$ cat config.mk
export PLATFORM = sky130hd
export DESIGN_NAME = btn_mode_sequencer
export DESIGN_NICKNAME = d
export VERILOG_FILES = /design/src/rtl/btn_mode_sequencer.sv
export SDC_FILE = /design/constraint.sdc
export NUM_CORES = 1
export LEC_CHECK = 0
export BUFFER_PORTS_ARGS = -buffer_cell sky130_fd_sc_hd__buf_2
export CORE_MARGIN = 3
export CORE_UTILIZATION = 43
export CTS_BUF_LIST = sky130_fd_sc_hd__clkbuf_4 sky130_fd_sc_hd__clkbuf_8
export DETAILED_ROUTE_END_ITERATION = 12
export MAX_ROUTING_LAYER = met4
export SYNTH_ARGS = -nofsm -noshare
export SYNTH_HDL_FRONTEND = slang
export SYNTH_SLANG_ARGS = --single-unit
$ cat constraint.sdc
create_clock -name clk -period 2.6 [get_ports clk]
set_input_delay 0.78 -clock clk [delete_from_list [all_inputs] [get_ports clk]]
set_output_delay 0.78 -clock clk [all_outputs]
set_load 0.01 [all_outputs]
$ cat src/rtl/btn_mode_sequencer.sv
// Debounced push-button mode selector: commits one one-hot mode per press and holds it.
// Optional BTN_ROUND_ROBIN_EN selects round-robin arbitration instead of fixed priority.
module btn_mode_sequencer #(
   parameter int unsigned DEB_CYCLES = 16
) (
   input  logic       clk,
   input  logic       rst_n,
   input  logic [3:0] BTN,
   output logic [3:0] btn,
   output logic       mode_valid,
   output logic       mode_chg,
   output logic       busy
);

   // state       | meaning
   // ST_IDLE     | no button seen, waiting for any synchronized press
   // ST_DEBOUNCE | candidate latched, counting stable-high cycles
   // ST_COMMIT   | one cycle: load btn with the candidate
   // ST_RELEASE  | waiting for all buttons released before re-arming
   typedef enum logic [1:0] {
      ST_IDLE     = 2'd0,
      ST_DEBOUNCE = 2'd1,
      ST_COMMIT   = 2'd2,
      ST_RELEASE  = 2'd3
   } state_t;

   localparam logic [15:0] CNT_LAST = 16'(DEB_CYCLES - 1);

   logic [3:0]  sync1_q;
   logic [3:0]  s_q;
   state_t      state_q;
   logic [1:0]  cand_q;
   logic [15:0] cnt_q;
   logic [3:0]  btn_q;
   logic        valid_q;
   logic        chg_q;
   logic        busy_q;
   logic [1:0]  grant_d;
   logic [3:0]  onehot_d;

   always_ff @(posedge clk or negedge rst_n) begin
      if (!rst_n) begin
         sync1_q <= 4'b0000;
         s_q     <= 4'b0000;
      end else begin
         sync1_q <= BTN;
         s_q     <= sync1_q;
      end
   end

`ifdef BTN_ROUND_ROBIN_EN
   logic [1:0] last_grant_q;
   logic [1:0] probe;
   logic       found;

   // Search starts one past the previous winner and wraps.
   always_comb begin
      grant_d = 2'd0;
      probe   = 2'd0;
      found   = 1'b0;
      for (int k = 1; k <= 4; k++) begin
         probe = last_grant_q + 2'(k);
         if (!found && s_q[probe]) begin
            grant_d = probe;
            found   = 1'b1;
         end
      end
   end

   always_ff @(posedge clk or negedge rst_n) begin
      if (!rst_n) begin
         last_grant_q <= 2'd3;
      end else if (state_q == ST_COMMIT) begin
         last_grant_q <= cand_q;
      end
   end
`else
   always_comb begin
      if (s_q[0]) begin
         grant_d = 2'd0;
      end else if (s_q[1]) begin
         grant_d = 2'd1;
      end else if (s_q[2]) begin
         grant_d = 2'd2;
      end else begin
         grant_d = 2'd3;
      end
   end
`endif

   assign onehot_d = 4'b0001 << cand_q;

   // busy_q is set alongside each state transition so it mirrors state != IDLE.
   always_ff @(posedge clk or negedge rst_n) begin
      if (!rst_n) begin
         state_q <= ST_IDLE;
         cand_q  <= 2'd0;
         cnt_q   <= 16'd0;
         btn_q   <= 4'b0000;
         valid_q <= 1'b0;
         chg_q   <= 1'b0;
         busy_q  <= 1'b0;
      end else begin
         chg_q <= 1'b0;
         case (state_q)
            ST_IDLE: begin
               if (s_q != 4'b0000) begin
                  cand_q  <= grant_d;
                  cnt_q   <= 16'd0;
                  state_q <= ST_DEBOUNCE;
                  busy_q  <= 1'b1;
               end
            end
            ST_DEBOUNCE: begin
               if (!s_q[cand_q]) begin
                  cnt_q   <= 16'd0;
                  state_q <= ST_IDLE;
                  busy_q  <= 1'b0;
               end else if (cnt_q == CNT_LAST) begin
                  state_q <= ST_COMMIT;
               end else begin
                  cnt_q <= cnt_q + 16'd1;
               end
            end
            ST_COMMIT: begin
               btn_q   <= onehot_d;
               valid_q <= 1'b1;
               chg_q   <= (onehot_d != btn_q);
               state_q <= ST_RELEASE;
            end
            ST_RELEASE: begin
               if (s_q == 4'b0000) begin
                  state_q <= ST_IDLE;
                  busy_q  <= 1'b0;
               end
            end
            default: begin
               state_q <= ST_IDLE;
               busy_q  <= 1'b0;
            end
         endcase
      end
   end

   assign btn        = btn_q;
   assign mode_valid = valid_q;
   assign mode_chg   = chg_q;
   assign busy       = busy_q;

endmodule
==> flow_summary.toml <==
[status]
status = "complete, no violations"

[route]
drt_iter0_markers = 62
vias_per_cell = 5.882
drt-total-wl_um = 3523
drt_pre_antenna_iters = 4
final_antenna_net_count = 0
vias = 1400
post_drt_wl_per_cell_um = 14.80
drc = 0

[cts]
cts_made_buffers = 5
path_clk_slew_ns = 0.07
cts.htree.levels = 2
cts_root_buffer = "clkbuf_8"
cts_setup_buffers = 0
cts_buffer_depth = 2
clock_latency_ns = 0.29
clock_sinks = 35
cts_tree = "built"
cts_hold_buf = 0
cts_resized = 0

[yosys]
yosysSeqAreaShare_pct = 49.26
synth-seq-cells = 35
yosys_warnings = 0
synth_edf_count = 0
syn_avg_cell_area_um2 = 9.989
syn_area_mm2 = 0.001778
syn_nets = 185
yosysUniqueCellTypes = 37
ys_async_sr_fraction_pct = 100.0
synth_ff_type = "dfrtp_1"
synth_cells = 178

[timing]
max_freq_mhz = 491.6
worst_slew_pin_slew_ns = 0.7618
final-setup-viol-count = 0
holdWs_ns = 0.3485
maxSlewHeadroom_pct = 49.21
rsz0062_at_grt = "false"
period_minus_slack_ns = 2.034
min_period_over_period_pct = 78.24
hold_viol_final = 0
skew_ns = 0.007178
drv_slew = 0
fin_tns_setup_ns = 0

[finish]
antenna_cells = 0
layout-area-overhead-vs-synth_pct = 10.20
finalNonFillerCells = 238
final_nets = 196
layout-drive-gt1-share_pct = 16.84
post-route-cell-area_mm2 = 0.001959

[global_route]
overflow = 0
grt_pass1_wl_um = 6244
grt_usage_pct = 16.15
antenna_found_initial = 0
grt_pass1_vias = 1333
grt_max_degree = 36

[worst_setup_path]
critPathLaunchType = "flip-flop"
cp.arrival_ns = 2.17
path_max_fanout = 16
cp_data_required_time_ns = 2.74
end_kind = "flip-flop"
r2r_cells = 6
crit_type = "flip-flop to flip-flop"

[floorplanning]
die_area_mm2 = 0.004942
io_pins = 13
core_mm2 = 0.003826
start_util_pct = 46.47
die_h_um = 70.30
rows = 22
die_w_um = 70.30

[placement]
dpl-instance-area_mm2 = 0.001856
dp_cells = 230
portBuffers = 12
dp_hpwl_um = 2435
gp_congestion = 0.8675

[pwr]
ir_drop_mv = 0.4576
p_per_area_mw_per_mm2 = 724.9
p_leak_nw = 0.8035

[worst_hold_path]
hp-class = "flip-flop to flip-flop"
whs_path_depth = 0

[job]
drv_cap = 0
==> final timing paths <==
path,slack [ns],to,start
max,0.57,cnt_q[12],cnt_q[0]
min,0.35,s_q[3],sync1_q[3]
min in group asynchronous,0.57,cnt_q[10],rst_n
max in group asynchronous,1.55,cnt_q[0],rst_n
min reg2reg,0.35,s_q[3],sync1_q[3]
max reg2reg,0.57,cnt_q[12],cnt_q[0]
==> cells in the mapped netlist (2+ instances only) <==
| library cell | count | area, µm² |
|---|---|---|
| o211ai_1 | 2 | 15.01 |
| a31oi_1 | 11 | 68.82 |
| nand2_1 | 13 | 48.80 |
| inv_1 | 12 | 45.04 |
| and4_1 | 4 | 35.03 |
| o21ai_1 | 2 | 10.01 |
| o21ai_0 | 8 | 40.04 |
| nand4_1 | 11 | 68.82 |
| mux2_2 | 3 | 33.78 |
| clkbuf_1 | 8 | 30.03 |
| nor2_1 | 8 | 30.03 |
| nand2b_1 | 8 | 50.05 |
| o2111ai_1 | 2 | 17.52 |
| nor3_1 | 2 | 10.01 |
| o221ai_1 | 6 | 52.55 |
| buf_6 | 4 | 45.04 |
| and3b_1 | 2 | 17.52 |
| dfrtp_1 | 35 | 875.8 |
| and3_1 | 2 | 12.51 |
| a21oi_1 | 4 | 20.02 |
| nand3_1 | 9 | 45.04 |
| nor4_1 | 7 | 43.79 |
==> logic make-up (layout without fill, tap and decap cells) <==
group	Yosys count	count (layout)	synth area share, %
and+or+nand+nor	72	72	22.80
AOI/OAI and AO/OA	40	40	16.47
DFF	35	35	49.26
buffers and inverters	25	37	7.037
muxes	5	5	3.730
adders and majority gates	1	1	0.7036
==> layout make-up <==
type	instances	area, µm²
clock buffer	7	96.34
clock inverter	1	7.507
fill	348	1867
inverter	12	45.04
multi-input combinational	118	777.0
sequential	35	875.8
tap	48	60.06
timing repair buffer	17	97.59
==> per-layer routing <==
metal	global-route usage, %	vias up	wire length, µm
met2	22.35	40	1567
li1	-	692	-
met3	5.612	4	232
met5	-	-	0
met1	21.91	664	1684
met4	5.532	0	39
==> through the flow <==
step | worst slack (ns) | total power [W] | utilization, %
2_1_floorplan | 0.6805 | 0.0009473 | -
5_1_grt | 0.4399 | 0.001518 | 51.21
4_1_cts | 0.5491 | 0.001435 | 51.21
3_3_place_gp | 0.6227 | 0.0009868 | 48.50
3_5_place_dp | 0.5563 | 0.001004 | 48.50
6_report | 0.5659 | 0.001420 | 51.21
==> power breakdown <==
group,switching [W],internal [W]
combinational,0.000176,0.000132
sequential,0.0000853,0.000595
clock,0.000191,0.000241
total,0.000452,0.000968
==> cell usage in the layout, fill, tap and decap left out, types with 2 or more instances in the layout <==
master     netlist  layout
and3b_1          2       2
o221ai_1         6       6
inv_1           12      12
nor2_1           8       8
clkbuf_8         0       7
and3_1           2       2
nor3_1           2       2
buf_2            1      12
nand2b_1         8       8
a31oi_1         11      11
o21ai_0          8       8
a21oi_1          4       4
o21ai_1          2       2
o211ai_1         2       2
nand4_1         11      11
and4_1           4       4
nand2_1         13      13
nor4_1           7       7
buf_4            0       5
o2111ai_1        2       2
dfrtp_1         35      35
mux2_2           3       3
nand3_1          9       9
==> critical path, cell delays in order (launching register included) <==
cell and delay, ns:
dfrtp_1 0.43, ha_1 0.27, and3_1 0.29, and4_1 0.23, a311oi_4 0.25, buf_4 0.26, o221ai_1 0.15
==> state kept, by name, summed over array words and instances, names as in the netlist, named ones only <==
signal	flops
btn	4
busy	1
cand_q	2
cnt_q	16
mode_chg	1
mode_valid	1
s_q	4
state_q	1
sync1_q	4
Note: power is estimated with default switching activity, not from simulation.
